===== src/rtl/reset_seq_pkg.sv =====
// Shared types and width helpers for the staged reset sequencer.
// Imported by reset_seq and seq_timer.
package reset_seq_pkg;

  typedef enum logic [2:0] {
    IDLE,
    HOLD,
    RELEASE,
    WAIT_ACK,
    DONE,
    FAULT
  } state_t;

  function automatic int ctr_w(input int term);
    return (term < 1) ? 1 : $clog2(term + 1);
  endfunction

  function automatic int idx_w(input int n);
    return (n < 2) ? 1 : $clog2(n);
  endfunction

  function automatic int max2(input int a, input int b);
    return (a > b) ? a : b;
  endfunction

endpackage


===== src/rtl/seq_timer.sv =====
// Loadable saturating down-counter; done is high while the count is zero.
// Shared by the hold period and the per-stage ack timeout.
module seq_timer #(
  parameter int W = 5
) (
  input  logic         clk_slow,
  input  logic         reset_in,
  input  logic         load,
  input  logic         en,
  input  logic [W-1:0] load_val,
  output logic         done
);

  logic [W-1:0] count;

  always_ff @(posedge clk_slow) begin
    if (!reset_in) begin
      count <= '0;
    end else if (load) begin
      count <= load_val;
    end else if (en && (count != '0)) begin
      count <= count - 1'b1;
    end
  end

  assign done = (count == '0);

endmodule


===== src/rtl/reset_seq.sv =====
// Releases NUM_STAGES reset domains in order after lock, one ack at a time,
// with bounded retries and a sticky fault.
module reset_seq
  import reset_seq_pkg::*;
#(
  parameter int NUM_STAGES  = 3,
  parameter int HOLD_CYCLES = 16,
  parameter int ACK_TIMEOUT = 1024,
  parameter int RETRY_MAX   = 3,
  localparam int SW = idx_w(NUM_STAGES),
  localparam int RW = ctr_w(RETRY_MAX)
) (
  input  logic                  clk_slow,
  input  logic                  reset_in,
  input  logic                  lock_in,
  input  logic [NUM_STAGES-1:0] stage_ack,
  output logic [NUM_STAGES-1:0] stage_rst_n,
  output logic                  all_ready,
  output logic                  fault,
  output logic [SW-1:0]         fault_stage,
  output logic [RW-1:0]         retry_cnt
);

  localparam int TW = ctr_w(max2(HOLD_CYCLES, ACK_TIMEOUT) - 1);
  localparam logic [TW-1:0] HOLD_LD = TW'(HOLD_CYCLES - 1);
  localparam logic [TW-1:0] ACK_LD  = TW'(ACK_TIMEOUT - 1);
  localparam logic [SW-1:0] LAST    = SW'(NUM_STAGES - 1);
  localparam logic [RW-1:0] RMAX    = RW'(RETRY_MAX);

  state_t state, state_n;

  logic [SW-1:0]         idx, idx_n, tmo_stage;
  logic [NUM_STAGES-1:0] rst_d;
  logic                  rdy_d, flt_d, tmo;
  logic [SW-1:0]         fs_d;
  logic [RW-1:0]         rc_d;
  logic                  tmr_load, tmr_en, tmr_done;
  logic [TW-1:0]         tmr_val;

  // Release mask for stages 0..i keeps stage_rst_n monotonic by construction.
  function automatic logic [NUM_STAGES-1:0] upto(input logic [SW-1:0] i);
    logic [NUM_STAGES-1:0] m;
    m = '0;
    for (int k = 0; k < NUM_STAGES; k++) begin
      m[k] = (k <= int'(i));
    end
    return m;
  endfunction

  seq_timer #(
    .W(TW)
  ) u_timer (
    .clk_slow (clk_slow),
    .reset_in (reset_in),
    .load     (tmr_load),
    .en       (tmr_en),
    .load_val (tmr_val),
    .done     (tmr_done)
  );

  always_comb begin
    state_n   = state;
    idx_n     = idx;
    rst_d     = stage_rst_n;
    rdy_d     = all_ready;
    flt_d     = fault;
    fs_d      = fault_stage;
    rc_d      = retry_cnt;
    tmr_load  = 1'b0;
    tmr_en    = 1'b0;
    tmr_val   = HOLD_LD;
    tmo       = 1'b0;
    tmo_stage = idx;

    unique case (state)
      IDLE: begin
        rst_d = '0;
        rdy_d = 1'b0;
        if (lock_in) begin
          state_n  = HOLD;
          tmr_load = 1'b1;
        end
      end
      HOLD: begin
        tmr_en = 1'b1;
        if (!lock_in) begin
          state_n = IDLE;
        end else if (tmr_done) begin
          state_n = RELEASE;
          idx_n   = '0;
          rst_d   = upto('0);
        end
      end
      RELEASE: begin
        if (!lock_in) begin
          state_n = IDLE;
        end else begin
          state_n  = WAIT_ACK;
          tmr_load = 1'b1;
          tmr_val  = ACK_LD;
        end
      end
      WAIT_ACK: begin
        tmr_en = 1'b1;
        if (!lock_in) begin
          state_n = IDLE;
        end else if (stage_ack[idx]) begin
          if (idx == LAST) begin
            state_n = DONE;
            rdy_d   = 1'b1;
            rc_d    = '0;
          end else begin
            state_n = RELEASE;
            idx_n   = idx + 1'b1;
            rst_d   = upto(idx + 1'b1);
          end
        end else if (tmr_done) begin
          tmo = 1'b1;
        end
      end
      DONE: begin
        if (!lock_in) begin
          state_n = IDLE;
        end else if (!(&stage_ack)) begin
          tmo = 1'b1;
          for (int k = NUM_STAGES - 1; k >= 0; k--) begin
            if (!stage_ack[k]) tmo_stage = SW'(k);
          end
        end
      end
      FAULT: begin
        rst_d = '0;
        rdy_d = 1'b0;
        flt_d = 1'b1;
      end
      default: state_n = IDLE;
    endcase

    if (state_n == IDLE) begin
      rst_d = '0;
      rdy_d = 1'b0;
    end

    if (tmo) begin
      rst_d = '0;
      rdy_d = 1'b0;
      fs_d  = tmo_stage;
      rc_d  = retry_cnt + 1'b1;
      if (rc_d == RMAX) begin
        state_n = FAULT;
        flt_d   = 1'b1;
      end else begin
        state_n  = HOLD;
        tmr_load = 1'b1;
        tmr_val  = HOLD_LD;
      end
    end
  end

  always_ff @(posedge clk_slow) begin
    if (!reset_in) begin
      state       <= IDLE;
      idx         <= '0;
      stage_rst_n <= '0;
      all_ready   <= 1'b0;
      fault       <= 1'b0;
      fault_stage <= '0;
      retry_cnt   <= '0;
    end else begin
      state       <= state_n;
      idx         <= idx_n;
      stage_rst_n <= rst_d;
      all_ready   <= rdy_d;
      fault       <= flt_d;
      fault_stage <= fs_d;
      retry_cnt   <= rc_d;
    end
  end

endmodule


===== config.mk =====
export PLATFORM = sky130hd
export DESIGN_NAME = reset_seq
export DESIGN_NICKNAME = d
export VERILOG_FILES = /design/src/rtl/reset_seq_pkg.sv /design/src/rtl/seq_timer.sv /design/src/rtl/reset_seq.sv
export SDC_FILE = /design/constraint.sdc
export NUM_CORES = 1
export LEC_CHECK = 0
export ABC_AREA = 1
export BUFFER_PORTS_ARGS = -buffer_cell sky130_fd_sc_hd__buf_4
export CAP_MARGIN = 20
export CORE_ASPECT_RATIO = 0.8
export CORE_MARGIN = 5
export CORE_UTILIZATION = 47
export DETAILED_ROUTE_END_ITERATION = 10
export PLACE_DENSITY = 0.67
export REMOVE_ABC_BUFFERS = 1
export SETUP_SLACK_MARGIN = 0.2
export SYNTH_ARGS = -nofsm -noshare
export SYNTH_HDL_FRONTEND = slang
export SYNTH_SLANG_ARGS = --single-unit

===== constraint.sdc =====
create_clock -name clk_slow -period 1.9 [get_ports clk_slow]
set_input_delay 0.19 -clock clk_slow [delete_from_list [all_inputs] [get_ports clk_slow]]
set_output_delay 0.19 -clock clk_slow [all_outputs]
set_load 0.02 [all_outputs]

# Yosys cells after proc, flatten, opt, wreduce, memory -nomap -nowiden

Index checks and enable logic that the tools add are counted.

Flip-flop bits (word level): 24
Input port bits: 6
Output and inout bits: 9
Word-level logic and storage cells: 110

Add/subtract/negate cells: 3
Order comparisons: 3
Equal/unequal tests: 13
Multiplexer cells: 60
Bitwise operators: 1
Reductions and logical operators: 22

Operators by type and width:

| operator              | number |
|---|---|
| $mux 10               | 6 |
| $mux 3                | 14 |
| $mux 2                | 17 |
| $pmux 3 s6            | 1 |
| $mux 1                | 17 |
| $reduce_bool 2->1     | 7 |
| $ne 2x2->1 const B    | 6 |
| $reduce_and 6->1      | 2 |
| $logic_not 10->1      | 1 |
| $reduce_bool 10->1    | 1 |
| $sub 10x1->10 const B | 1 |
| $pmux 3 s3            | 1 |
| $reduce_and 4->1      | 2 |
| $eq 3x2->1 const B    | 2 |
| $eq 3x3->1 const B    | 2 |
| $logic_not 3->1       | 2 |
| $reduce_or 2->1       | 3 |
| $add 2x1->2 const B   | 2 |
| $eq 2x2->1 const B    | 2 |
| $pmux 1 s2            | 2 |
| $pmux 2 s2            | 1 |
| $eq 3x1->1 const B    | 1 |
| $lt 2x3->1 const B    | 1 |
| $reduce_and 3->1      | 1 |
| other kinds (7)       | 7 |

# Logic depth before layout (Yosys ltp)

Word-level depth: 7
Mapped depth: 13
Mapped depth without buffers: 12

# Hierarchy

Synthesis repeated with hierarchy kept, for this count alone.

Cells, all modules: 251
Area, all modules: 1,699.1 µm²

By module, submodules not included:

| module    | instances | cells each | area each (µm²) | seq. area each (µm²) |
|---|---|---|---|---|
| reset_seq | 1         | 135        | 940.9           | 280.3 |
| seq_timer | 1         | 116        | 758.2           | 200.2 |

# Least setup slack after synthesis

No wires, ideal clock.

Kind: register to register
From: register idx[0]
To: register all_ready
Library setup time: 128 ps
Data arrival time: 1,402 ps
Path slack: 370 ps
Cell stages (with the launch flop): 10
Cell sequence: dfxtp_1 > inv_2 > ha_1 > nand2_1 > nor3_1 > and2_1 > nor2_1 > nand2_1 > o21ai_0 > nor2_1

Cells in the longest elaborated chain, start to end: 7
Elaborated cells on any way between the ends: 15
Classes of those cells: 3 x eq/ne; 9 x mux; 3 x reduce/logical

RTL lines:

| element                                                | RTL line                           | text |
|---|---|---|
| start: declaration                                     | reset_seq.sv:32                    | `logic [SW-1:0] idx, idx_n, tmo_stage;` |
| start signal: assignment                               | reset_seq.sv:171                   | `idx <= idx_n;` |
| $bmux 1 s2 or $eq 2x2->1 (tied branches)               | reset_seq.sv:107, reset_seq.sv:108 |  |
| $mux 1 (not written as such) or $mux 3 (tied branches) | reset_seq.sv:107, reset_seq.sv:108 |  |
| $mux 3                                                 | reset_seq.sv:107                   | `end else if (stage_ack[idx]) begin` |
| $mux 3                                                 | reset_seq.sv:105                   | `if (!lock_in) begin` |
| $pmux 3 s6                                             | reset_seq.sv:75                    | `unique case (state)` |
| $logic_not 3->1                                        | reset_seq.sv:139                   | `if (state_n == IDLE) begin` |
| $reduce_or 3->1 (no line)                              | --                                 |  |
| end signal: assignment                                 | reset_seq.sv:173                   | `all_ready <= rdy_d;` |
| end: declaration                                       | reset_seq.sv:18                    | `output logic all_ready,` |

Several ways; a longest one is shown, not always the timed one. The select of a mux whose other input is x is not followed.
A chain may end at the register's enable or synchronous reset.

# Final worst setup path

From: register state[2]
To: register u_timer.count[7]

Cells in the longest elaborated chain, start to end: 6
Elaborated cells on any way between the ends: 18
Classes of those cells: 4 x eq/ne; 9 x mux; 5 x reduce/logical

RTL lines:

| element                                       | RTL line         | text |
|---|---|---|
| start: declaration                            | reset_seq.sv:30  | `state_t state, state_n;` |
| start signal: assignment                      | reset_seq.sv:170 | `state <= state_n;` |
| $eq 3x2->1 or $logic_not 3->1 (tied branches) | reset_seq.sv:75  |  |
| $reduce_or 2->1 (no line)                     | --               |  |
| $mux 1                                        | --               |  |
| $mux 1                                        | reset_seq.sv:149 | `if (rc_d == RMAX) begin` |
| $mux 1                                        | reset_seq.sv:144 | `if (tmo) begin` |
| $mux 10 or $reduce_bool 2->1 (tied branches)  | --               |  |
| end signal: assignment                        | seq_timer.sv:20  | `count <= load_val;` |
| end signal: assignment                        | seq_timer.sv:22  | `count <= count - 1'b1;` |
| end: declaration                              | seq_timer.sv:14  | `logic [W-1:0] count;` |

Several ways; a longest one is shown, not always the timed one.

==> results by group <==
Run status
  • Outcome: completed

Routing
  • Residual DRC count: 0
  • Initial DRC count: 90
  • Avg WL per Cell: 12.4 um
  • Drt total wl: 3.67 mm
  • Vias per cell: 4.96
  • Routed via count: 1474
  • ANT nets after route: 0
  • Initial DRT Pass Iterations: 4

Worst hold path
  • Min-Delay Path Class: in -> reg
  • Hold path start: reset_in
  • Hold path cells: 3

Worst setup path
  • Capture point of the worst reg-to-reg path: u_timer.count[7]
  • FF-to-FF setup slack: 0.29 ns
  • Critical R2R Launch: state[2]
  • R2R cell count: 13
  • Worst Setup SP: state[2]
  • Worst endpoint required time: 2.08 ns
  • Setup crit start kind: register
  • Worst Path Arrival: 1.79 ns
  • WS Path Type: reg -> reg
  • Maximum fanout along the worst path: 6
  • CP endpoint kind: register
  • CP endpoint: u_timer.count[7]

Synth
  • Synth Instances: 237
  • Mapped Area: 1550 um2
  • Sequential share of the synthesized area: 31.1%
  • Ys Warns: 0
  • Post-synthesis cell type count: 28
  • Avg Inst Size Synth: 6.52 um2
  • Register bit total from synthesis: 24

Timing
  • Final period utilization: 84.8%
  • Final min period: 1.61 ns
  • Setup violations, final: 0
  • Setup ws final: 0.288 ns
  • Hold Worst Slack: 0.219 ns
  • Clk_skew: 0.00303 ns
  • Slew Viols, Final: 0
  • Slew HR: 77.8%
  • Setup total negative slack: 0 ns
  • Hold Violations, Final: 0
  • RSZ-0062 raised after global routing: false
  • Max Freq: 620 MHz
  • Least-Margin Pin Slew: 0.329 ns

GRT
  • Tot GR Track Use: 16.8%
  • First-pass GRT wire length: 5.77 mm
  • Grt total ovfl: 0
  • Vias in the first global route: 1242
  • Initial antenna violation count: 0
  • Largest net degree at the start of global routing: 15

Final layout
  • Most frequent cells in the layout: 50 x nand2_1, 34 x nor2_1, 30 x inv_1, 20 x buf_4, 17 x dfxtp_1
  • Share of layout cells above drive strength 1: 23.0%
  • Commonest non-fill, non-tap cell in the layout: nand2_1
  • # diodes: 0
  • Area grow syn2layout: 21.0%
  • Fin area: 1870 um2
  • NumNets Final: 269
  • Fin cells: 297

Pwr
  • Static leakage: 0.000932 uW
  • Worst ir drop on vdd: 574 uV
  • PwrDens: 717 nW/um2

Placed design
  • PortBufs: 14
  • Dpl cell area: 1670 um2
  • Placer Congestion: 0.849
  • Dpl cells: 288
  • HPWL after detailed placement: 2.57 mm
  • Pre-CTS setup slack: 0.193 ns

CTS
  • Clock Path Buffers: 2
  • Root Buffer: clkbuf_8
  • CTS hold repair buffers: 0
  • Clk_lat worst skew: 0.28 ns
  • CTS clock-pin slew for the worst setup and hold paths: 0.09 ns
  • Total CTS buffers: 3
  • CTS tree: done
  • H-tree level count: 1
  • Clock Sinks: 24

Floorplanning
  • IO Pins: 15
  • Site Rows: 18
  • Die Height: 61.3 um
  • Core ar.: 3130 um2
  • Initial Util: 49.4%
  • Die area: 4540 um2
  • Die X: 74.1 um

Job
  • Max-cap viol count: 0
area by class of cell:
cell class                 count  area, um2
tap                           40       50.0
sequential                    24        492
timing repair buffer          21        161
inverter                      36        135
fill                         288       1260
clock inverter                 1       30.0
multi-input combinational    172        960
clock buffer                   3       41.3
power by group:
group	internal (uW)	switching [uW]	total (uW)
Sequential	532	24.9	557
Clock	282	182	464
Combinational	125	194	319
Total	940	401	1340
Yosys cell counts, drive strengths merged:
cell,number,area share (%)
nand2,57,15
nor2,40,11
inv,36,8.7
dfxtp,24,31
nand3,19,6.8
o21ai,14,4.5
a21oi,9,2.9
xor2,9,5.1
nand4,7,2.8
buf,5,3.0
ha,5,4.0
nor3,4,1.3
a211oi,1,0.49
a31oi,1,0.41
and2,1,0.41
clkbuf,1,0.24
mux2i,1,0.65
o21bai,1,0.49
o22ai,1,0.41
or2,1,0.41
flip-flops by register name (all words and copies together), names as in the netlist:
register,count
stage_rst_n,3
all_ready,1
fault_stage,2
fault,1
u_timer.count,10
state,3
idx,2
retry_cnt,2
critical path, cell delays in order, from the launching register on:
cell and delay [ns]:
dfxtp_2 0.36, inv_2 0.07, nand2_2 0.09, inv_2 0.10
nand2_2 0.07, nor2_2 0.14, nand2_1 0.10, nand2_4 0.13
buf_4 0.13, nand2_4 0.07, nand3_1 0.08, nand2_1 0.05
nor2_1 0.08, nor2_1 0.04
routing by layer:
layer | vias up | track usage, % | wire length [um]
li1 | 792 | - | -
met1 | 641 | 26.4 | 1970
met2 | 37 | 22.9 | 1460
met3 | 4 | 3.59 | 216
met4 | 0 | 3.88 | 27
met5 | - | 0 | 0
stage by stage:
stage | utilization (%) | power [uW]
floorplan | - | 783
CTS | 55.7 | 1320
detailed placement | 53.4 | 850
global placement | 53.4 | 850
global route | 59.7 | 1420
finish | 59.7 | 1340
how the worst min path moves through the flow:
stage / slack (ns) / to
2_1_floorplan: 0.29 / u_timer.count[0]
3_3_place_gp: 0.47 / fault
3_5_place_dp: 0.47 / fault
4_1_cts: 0.22 / u_timer.count[0]
5_1_grt: 0.23 / u_timer.count[7]
6_report: 0.22 / u_timer.count[0]
kinds of logic after synthesis:
group	Yosys count	share of synthesized area (%)
and+or+nand+nor	129	37.9
buffers and inverters	42	12.0
AOI/OAI and AO/OA	27	9.23
DFF	24	31.1
xor gates and xnor gates	9	5.10
adders and majority gates	5	4.05
muxes	1	0.648
repair_timing:
action,in CTS,in global routing
pin swaps,0,6
gates cloned,0,1
gates resized for setup,1,24
buffers inserted,0,4
endpoints found under the setup margin,4,19
Note: power is estimated with default switching activity, not from simulation.
